**config.mk**
```make
export PLATFORM = sky130hd
export DESIGN_NAME = fifo_wr_ptr_full
export DESIGN_NICKNAME = d
export VERILOG_FILES = /design/src/rtl/fifo_wr_ptr_full_pkg.sv /design/src/rtl/fifo_wr_ptr_full_gray2bin.sv /design/src/rtl/fifo_wr_ptr_full.sv
export SDC_FILE = /design/constraint.sdc
export NUM_CORES = 1
export LEC_CHECK = 0
export ABC_AREA = 1
export BUFFER_PORTS_ARGS = -buffer_cell sky130_fd_sc_hd__buf_4
export CORE_MARGIN = 5
export CORE_UTILIZATION = 54
export DETAILED_ROUTE_END_ITERATION = 6
export PLACE_DENSITY = 0.8
export SLEW_MARGIN = 10
export SYNTH_ARGS = -nofsm -noshare
export SYNTH_HDL_FRONTEND = slang
export SYNTH_HIERARCHICAL = 1
export SYNTH_SLANG_ARGS = --single-unit
```
**constraint.sdc**
```tcl
create_clock -name i_w_clk -period 3.28 [get_ports i_w_clk]
set_clock_uncertainty 0.05 [all_clocks]
set_input_delay 0.164 -clock i_w_clk [delete_from_list [all_inputs] [get_ports i_w_clk]]
set_output_delay 0.164 -clock i_w_clk [all_outputs]
set_load 0.02 [all_outputs]
```
**src/rtl/fifo_wr_ptr_full_pkg.sv**
```systemverilog
// Shared async-FIFO definitions: pointer width and Gray/binary conversion helpers
// used by the write-pointer, read-pointer and synchronizer-check blocks.
package fifo_wr_ptr_full_pkg;

    localparam int ADDRESS_WIDTH_DEF = 3;
    localparam int PTR_WIDTH         = ADDRESS_WIDTH_DEF + 1;

    // Helpers run on a wide vector so any pointer width up to 16 can share them;
    // callers zero-extend into the helper and truncate the result.
    localparam int MAX_PTR_WIDTH = 16;
    typedef logic [MAX_PTR_WIDTH-1:0] ptr_max_t;

    function automatic ptr_max_t bin2gray(input ptr_max_t bin);
        return bin ^ (bin >> 1);
    endfunction

    function automatic ptr_max_t gray2bin(input ptr_max_t gray);
        ptr_max_t bin;
        bin = '0;
        bin[MAX_PTR_WIDTH-1] = gray[MAX_PTR_WIDTH-1];
        for (int i = MAX_PTR_WIDTH - 2; i >= 0; i--) begin
            bin[i] = bin[i+1] ^ gray[i];
        end
        return bin;
    endfunction

endpackage

```
**src/rtl/fifo_wr_ptr_full_gray2bin.sv**
```systemverilog
// XOR-prefix Gray-to-binary converter, shared with the read-side empty/level logic.
module fifo_gray2bin #(
    parameter int WIDTH = 4
) (
    input  logic [WIDTH-1:0] i_gray,
    output logic [WIDTH-1:0] o_bin
);

    // Each binary bit is the parity of all Gray bits at and above it.
    for (genvar i = 0; i < WIDTH; i++) begin : g_bit
        assign o_bin[i] = ^(i_gray >> i);
    end

endmodule

```
**src/rtl/fifo_wr_ptr_full.sv**
```systemverilog
// Write-domain pointer/status controller for the async FIFO: gated write enable,
// binary address, Gray pointer for the CDC, and full/almost-full/level/overflow.
module fifo_wr_ptr_full
    import fifo_wr_ptr_full_pkg::*;
#(
    parameter int ADDRESS_WIDTH   = 3,
    parameter int FIFO_DEPTH      = 8,
    parameter int ALMOST_FULL_THR = 6
) (
    input  logic                     i_w_clk,
    input  logic                     i_w_rst_n,
    input  logic                     i_w_inc,
    input  logic [ADDRESS_WIDTH:0]   i_r2w_gray_ptr,
    input  logic                     i_ovf_clr,
    output logic                     o_wr_en,
    output logic [ADDRESS_WIDTH-1:0] o_w_addr,
    output logic [ADDRESS_WIDTH:0]   o_w_gray_ptr,
    output logic                     o_w_full,
    output logic                     o_w_almost_full,
    output logic [ADDRESS_WIDTH:0]   o_w_level,
    output logic                     o_w_ovf
);

    localparam int PW = ADDRESS_WIDTH + 1;

    // Full when the next write pointer equals the read pointer with its top two
    // Gray bits inverted; for a 2-bit pointer this inverts the whole pointer.
    localparam logic [PW-1:0] FULL_MASK = PW'(3) << (PW - 2);

    localparam int AF_THR_CLAMP = (ALMOST_FULL_THR > FIFO_DEPTH) ? FIFO_DEPTH : ALMOST_FULL_THR;
    localparam logic [PW:0] AF_THR = (PW + 1)'(AF_THR_CLAMP);

    logic [PW-1:0] r_bin;
    logic [PW-1:0] r_gray;
    logic          r_full;
    logic          r_almost_full;
    logic [PW-1:0] r_level;
    logic          r_ovf;

    logic          w_wr_en;
    logic [PW-1:0] w_bin_next;
    logic [PW-1:0] w_gray_next;
    logic [PW-1:0] w_rbin_sync;
    logic [PW-1:0] w_level_next;
    logic          w_full_next;
    logic          w_almost_full_next;
    logic          w_ovf_next;

    fifo_gray2bin #(
        .WIDTH (PW)
    ) u_rptr_gray2bin (
        .i_gray (i_r2w_gray_ptr),
        .o_bin  (w_rbin_sync)
    );

    assign w_wr_en     = i_w_inc & ~r_full;
    assign w_bin_next  = r_bin + {{(PW-1){1'b0}}, w_wr_en};
    assign w_gray_next = PW'(bin2gray(ptr_max_t'(w_bin_next)));

    // Uses the read pointer as it is now, so a slot freed in the same cycle as
    // a write keeps full low; a lagging read pointer only makes this pessimistic.
    assign w_full_next        = (w_gray_next == (i_r2w_gray_ptr ^ FULL_MASK));
    assign w_level_next       = w_bin_next - w_rbin_sync;
    assign w_almost_full_next = ({1'b0, w_level_next} >= AF_THR);

    // A set in the same cycle as a clear wins.
    assign w_ovf_next = (i_w_inc & r_full) | (r_ovf & ~i_ovf_clr);

    always_ff @(posedge i_w_clk or negedge i_w_rst_n) begin
        if (!i_w_rst_n) begin
            r_bin         <= '0;
            r_gray        <= '0;
            r_full        <= 1'b0;
            r_almost_full <= 1'b0;
            r_level       <= '0;
            r_ovf         <= 1'b0;
        end else begin
            r_bin         <= w_bin_next;
            r_gray        <= w_gray_next;
            r_full        <= w_full_next;
            r_almost_full <= w_almost_full_next;
            r_level       <= w_level_next;
            r_ovf         <= w_ovf_next;
        end
    end

    assign o_wr_en         = w_wr_en;
    assign o_w_addr        = r_bin[ADDRESS_WIDTH-1:0];
    assign o_w_gray_ptr    = r_gray;
    assign o_w_full        = r_full;
    assign o_w_almost_full = r_almost_full;
    assign o_w_level       = r_level;
    assign o_w_ovf         = r_ovf;

endmodule

```
* After elaboration in Yosys (flattened, before gate mapping)
Index checks and enable logic that the tools add are counted.
Storage, ports and cells: memories kept 0, ROM bits 0, memory bits (writable) 0, latch bits 0, output and inout bits 15, input port bits 8, logic and storage cells 22, register bits after elaboration 15
Cells by class: shift operators 0, div/mod/pow operators 0, reductions and logical operators 4, add/subtract/negate cells 2, $lt $le $gt $ge 1, mux-type cells 0, bitwise logic cells 8, eq/ne operators 1, multiply operators 0
Operator list (count):
- XOR reduction 4 bit | 4
- adder 4 x 1 -> 4 bit | 1
- == test 4 bit | 1
- >= comparator 4 x 3 -> 1 bit (second input constant) | 1
- subtractor 4 bit | 1
- bitwise XOR 4 x 3 -> 4 bit | 1
- bitwise AND 1 bit | 3
- inverter 1 bit | 2
- inverter 2 bit | 1
- bitwise OR 1 bit | 1

* Depth between registers and ports, before layout
depth after elaboration 5, mapped depth 13, mapped depth without buffers 13

* Hierarchy
The synthesis kept the hierarchy.
By module, submodules not included:
- fifo_wr_ptr_full | area each 739.5 um^2, sequential area each 350.3 um^2, times used 1, cells each 88
- fifo_gray2bin | area each 90.1 um^2, sequential area each 0.0 um^2, times used 1, cells each 21

* Worst setup path before layout
Ideal clock, no wire load.
path type register to register, start point register r_full (netlist: o_w_full), end point register r_almost_full (netlist: o_w_almost_full), required time 3104 ps, clock period less this slack 2328 ps, arrival time 2152 ps, path slack 952 ps, setup time 126 ps, stages on the path, launching flop included 11, path through dfrtp_1 > nor2_1 > ha_1 > ha_1 > inv_1 > nand2_1 > nand2_2 > ha_1 > a21o_1 > nand3_1 > nand3_1
On the way: word-level cells in the longest chain between the ends 5
Ends and longest elaborated chain:
- start, declared | line fifo_wr_ptr_full.sv:35 | logic r_full;
- start signal, assigned | line fifo_wr_ptr_full.sv:80 | r_full <= w_full_next;
- inverter 1 bit | line fifo_wr_ptr_full.sv:56 | assign w_wr_en = i_w_inc & ~r_full;
- bitwise AND 1 bit | line fifo_wr_ptr_full.sv:56
- net o_wr_en | line fifo_wr_ptr_full.sv:15 | output logic o_wr_en,
- adder 4 x 1 -> 4 bit | line fifo_wr_ptr_full.sv:57 | assign w_bin_next = r_bin + {{(PW-1){1'b0}}, w_wr_en};
- net w_bin_next[2] | line fifo_wr_ptr_full.sv:41 | logic [PW-1:0] w_bin_next;
- subtractor 4 bit | line fifo_wr_ptr_full.sv:63 | assign w_level_next = w_bin_next - w_rbin_sync;
- >= comparator 4 x 3 -> 1 bit | line fifo_wr_ptr_full.sv:64 | assign w_almost_full_next = ({1'b0, w_level_next} >= AF_THR);
- net w_almost_full_next | line fifo_wr_ptr_full.sv:46 | logic w_almost_full_next;
- end signal, assigned | line fifo_wr_ptr_full.sv:81 | r_almost_full <= w_almost_full_next;
- end, declared | line fifo_wr_ptr_full.sv:36 | logic r_almost_full;
The timed path passes the listed nets, and every way through them passes these cells.

* Worst setup path in the final report
start point register r_full (netlist: o_w_full), end point register r_almost_full (netlist: o_w_almost_full)
On the way: word-level cells in the longest chain between the ends 5
Ends and longest elaborated chain (line):
- inverter 1 bit | fifo_wr_ptr_full.sv:56
- bitwise AND 1 bit | fifo_wr_ptr_full.sv:56
- adder 4 x 1 -> 4 bit | fifo_wr_ptr_full.sv:57
- net w_bin_next[2] | fifo_wr_ptr_full.sv:41
- subtractor 4 bit | fifo_wr_ptr_full.sv:63
- >= comparator 4 x 3 -> 1 bit | fifo_wr_ptr_full.sv:64
- net w_almost_full_next | fifo_wr_ptr_full.sv:46
The timed path passes the listed nets, and every way through them passes these cells.

==> impl_metrics.tcl <==
set metrics [dict create \
    design.portCount 23 \
    dr.first_iter.drc_count 7 \
    core_area_sq_um 1489 \
    worst_hold_path_type "in -> reg" \
    layout.cells.most_common_list "sky130_fd_sc_hd__nand2_1 (40), sky130_fd_sc_hd__inv_1 (22), sky130_fd_sc_hd__buf_4 (22)" \
    synth_area_sq_um 829.5 \
    avgViaCountPerCell 5.000 \
    finish.utilization 0.7076 \
    sequential_area_sq_um 350.3 \
    drt_wl_total_um 1711 \
    finalHoldViolCount 0 \
    grt_pass1_wl_um 3001 \
    grt_max_degree 15 \
    yosys.area_share.adder 0.09955 \
    gp_routability_congestion 0.8142 \
    groute.usage.overall 0.1570 \
    fillers 136 \
    finalWorstPathRequiredPeriod_ps 2134 \
    synth_compound_area_frac 0.02413 \
    cts.sink_count 14 \
    power_report.internal_total_mw 0.6179 \
    yosys_most_used_dff "sky130_fd_sc_hd__dfrtp_1" \
    grt_setup_unrepaired "false" \
    cell_accounting_for_the_most_synthesized_area "sky130_fd_sc_hd__dfrtp_1" \
    global_route.overflow_total 0 \
    synthDistinctLibCells 16 \
    post_synth_main_area_contributors "sky130_fd_sc_hd__dfrtp_1 (42%), sky130_fd_sc_hd__nand2_1 (18%), sky130_fd_sc_hd__inv_1 (10%)" \
    synth_simple_gate_area_share 0.3077 \
    leakage_nw 0.6354 \
    worst_reg2reg_endpoint "o_w_almost_full" \
    power_frac_seq 0.268 \
    total_clock_buffers_created_by_cts 3 \
    depth_of_the_cts_h_tree 1 \
    timing.critical_path.arrival_ps 2250 \
    clkPwrFrac 0.104 \
    clock-root-buffer "sky130_fd_sc_hd__clkbuf_4" \
    crit_fanout 5 \
    area_growth_pct 27.00 \
    setup_viol 0 \
    maxCapViolCount 0 \
    post_route_cells_drive_above_1_share 0.2370 \
    synth_top_family_by_area "simple AND/OR/NAND/NOR gates" \
    cp_data_required_time_ps 3400 \
    fin_tns_setup_ps 0 \
    die_height_um 49.20 \
    fin_max_slew_vios 0 \
    max_slew_margin 0.8652 \
    synthesis.nets 123 \
    grt_busiest_layer "met2" \
    hold_end "o_w_ovf" \
    placedInstanceArea_sq_um 1007 \
    drt.antenna.violating_nets 0 \
    design.die.area_sq_um 2420 \
    final_cell_area_sq_um 1054 \
    regToRegSetupSlack_ps 1150 \
    timing_worst_setup_path_type "reg -> reg" \
    holdPathStages 2 \
    globalRouteMet1Util 0.1724 \
    share_comb_of_total_power 0.628 \
    nNetsFinal 150 \
    initial_antenna_violation_count 0 \
    cts_tree "done" \
    power-per-cell-area_nw_per_um2 1098 \
    die_width_um 49.20 \
    tightest_slew_ps 202.2 \
    syn_avg_cell_area_sq_um 7.611 \
    rows 14 \
    synth.ff_latch_count 14 \
    postSynth.asyncResetShare 1.000 \
    net_switching_share_of_the_total_power 0.4657 \
    synth_sequential_area_ratio 0.4223 \
    synthesis.yosys.warnings 6 \
    yosys.area_share.xor_xnor 0.03167 \
    detailroute.via_count 755 \
    timing.reg2reg.worst_path_depth 10 \
    post-cts-setup-buffer-count 0 \
    drcViolationCount 0 \
    groute.layer.met2.usage 0.2854 \
    crit_share_post_route 0.6505 \
    gate_count_after_technology_mapping 109 \
    run_status "finished, final reports clean" \
    post_synth_mux_area_share 0 \
    yosys.area.top_type_share 0.4223 \
    routed_wire_length_per_instance_um 11.33 \
    ir_worst_vdd_uv 497.3 \
    insertion_delay_ps 280 \
    multi_input_area_sq_um 384.1 \
    start_of_the_worst_register_to_register_path "o_w_full" \
    p_switching_mw 0.5385 \
    groute.layer.met3.usage 0.01223 \
    fmaxAchievable_mhz 468.7 \
    drt_pass1_iterations 5 \
    initial_utilization 0.5571 \
    antenna_cells_inserted 0 \
    place.port_buffers 22 \
    layout.cells.most_common "sky130_fd_sc_hd__nand2_1" \
    worst_hold_startpoint "i_ovf_clr" \
    timing.critical_path.to_type "register" \
    clock_transition_at_the_registers_of_the_reported_paths_ps 80 \
    detailed_place_hpwl_um 1406 \
    worstSetupStartpointType "register" \
    vias_in_the_first_global_route 747 \
    clk_path_buf_depth 2 \
    synth_enable_flop_cells 0 \
]
cell usage after synthesis (2+ instances only):
cell type / n
sky130_fd_sc_hd__dfrtp_1: 14
sky130_fd_sc_hd__ha_1: 5
sky130_fd_sc_hd__inv_1: 22
sky130_fd_sc_hd__nand2_1: 40
sky130_fd_sc_hd__nand2_2: 4
sky130_fd_sc_hd__nand3_1: 10
sky130_fd_sc_hd__nand4_1: 2
sky130_fd_sc_hd__nor2_1: 2
sky130_fd_sc_hd__xnor2_1: 3
state kept, by name (all words and copies together) (netlist names):
register and count:
o_w_level 4, o_w_gray_ptr 3, r_bin 4, o_w_ovf 1, o_w_full 1, o_w_almost_full 1
kinds of logic (layout without fill, tap and decap cells):
family,after synthesis,count (layout)
AND/OR/NAND/NOR,59,59
adder cells (fa/ha/maj),6,6
AO/OA/AOI/OAI,3,3
buffers and inverters,24,50
XOR/XNOR,3,3
flip-flops,14,14
power by group through the flow:
stage	registers [mW]	logic [mW]	clock network [mW]
floorplan	0.416	0.376	0
global placement	0.309	0.696	0
detailed placement	0.314	0.725	0
CTS	0.311	0.728	0.124
global route	0.322	0.808	0.132
finish	0.310	0.726	0.120
final cells by class:
| cell class | instances | area share |
|---|---|---|
| sequential | 14 | 0.3325 |
| inverter | 23 | 0.08314 |
| timing repair buffer | 23 | 0.1663 |
| tap | 16 | 0.01900 |
| multi-input combinational | 71 | 0.3646 |
| clock buffer | 4 | 0.03444 |
routing by layer:
layer / wire, um / vias up / share of wire
li1: - / 383 / -
met1: 706 / 339 / 0.41
met2: 862 / 27 / 0.50
met3: 100 / 6 / 0.058
met4: 42 / 0 / 0.025
met5: 0 / - / 0
through the flow:
| stage | std cells | power [mW] | hold slack (ps) | setup WS, ps |
|---|---|---|---|---|
| after floorplan | 109 | 0.7918 | -181.6 | 951.8 |
| after global routing | 151 | 1.262 | 32.00 | 980.5 |
| after global placement | 146 | 1.005 | -33.05 | 1261 |
| final | 151 | 1.156 | 28.69 | 1146 |
| after detailed placement | 146 | 1.039 | -24.97 | 1166 |
| after CTS | 151 | 1.163 | 23.49 | 1153 |
repair_timing:
action	CTS	global route
resized for setup	0	0
hold buffers	1	0
hold endpoints to repair	14	0
worst max-delay path, cell delays in order (launching register included):
cell	delay, ps
sky130_fd_sc_hd__dfrtp_1	410
sky130_fd_sc_hd__nor2_1	150
sky130_fd_sc_hd__ha_1	230
sky130_fd_sc_hd__ha_1	220
sky130_fd_sc_hd__inv_1	70
sky130_fd_sc_hd__nand2_1	110
sky130_fd_sc_hd__nand2_2	110
sky130_fd_sc_hd__ha_1	320
sky130_fd_sc_hd__a21o_1	200
sky130_fd_sc_hd__nand3_1	80
sky130_fd_sc_hd__nand3_1	70
worst max path at each step:
stage | cells after the start | startpoint | endpoint
final | 10 | o_w_full | o_w_almost_full
after global routing | 10 | o_w_full | o_w_almost_full
after CTS | 10 | o_w_full | o_w_almost_full
after detailed placement | 10 | o_w_full | o_w_almost_full
after global placement | 8 | o_w_full | o_w_almost_full
after floorplan | 10 | o_w_full | o_w_almost_full
No activity file was read; power rests on OpenSTA's default activity.
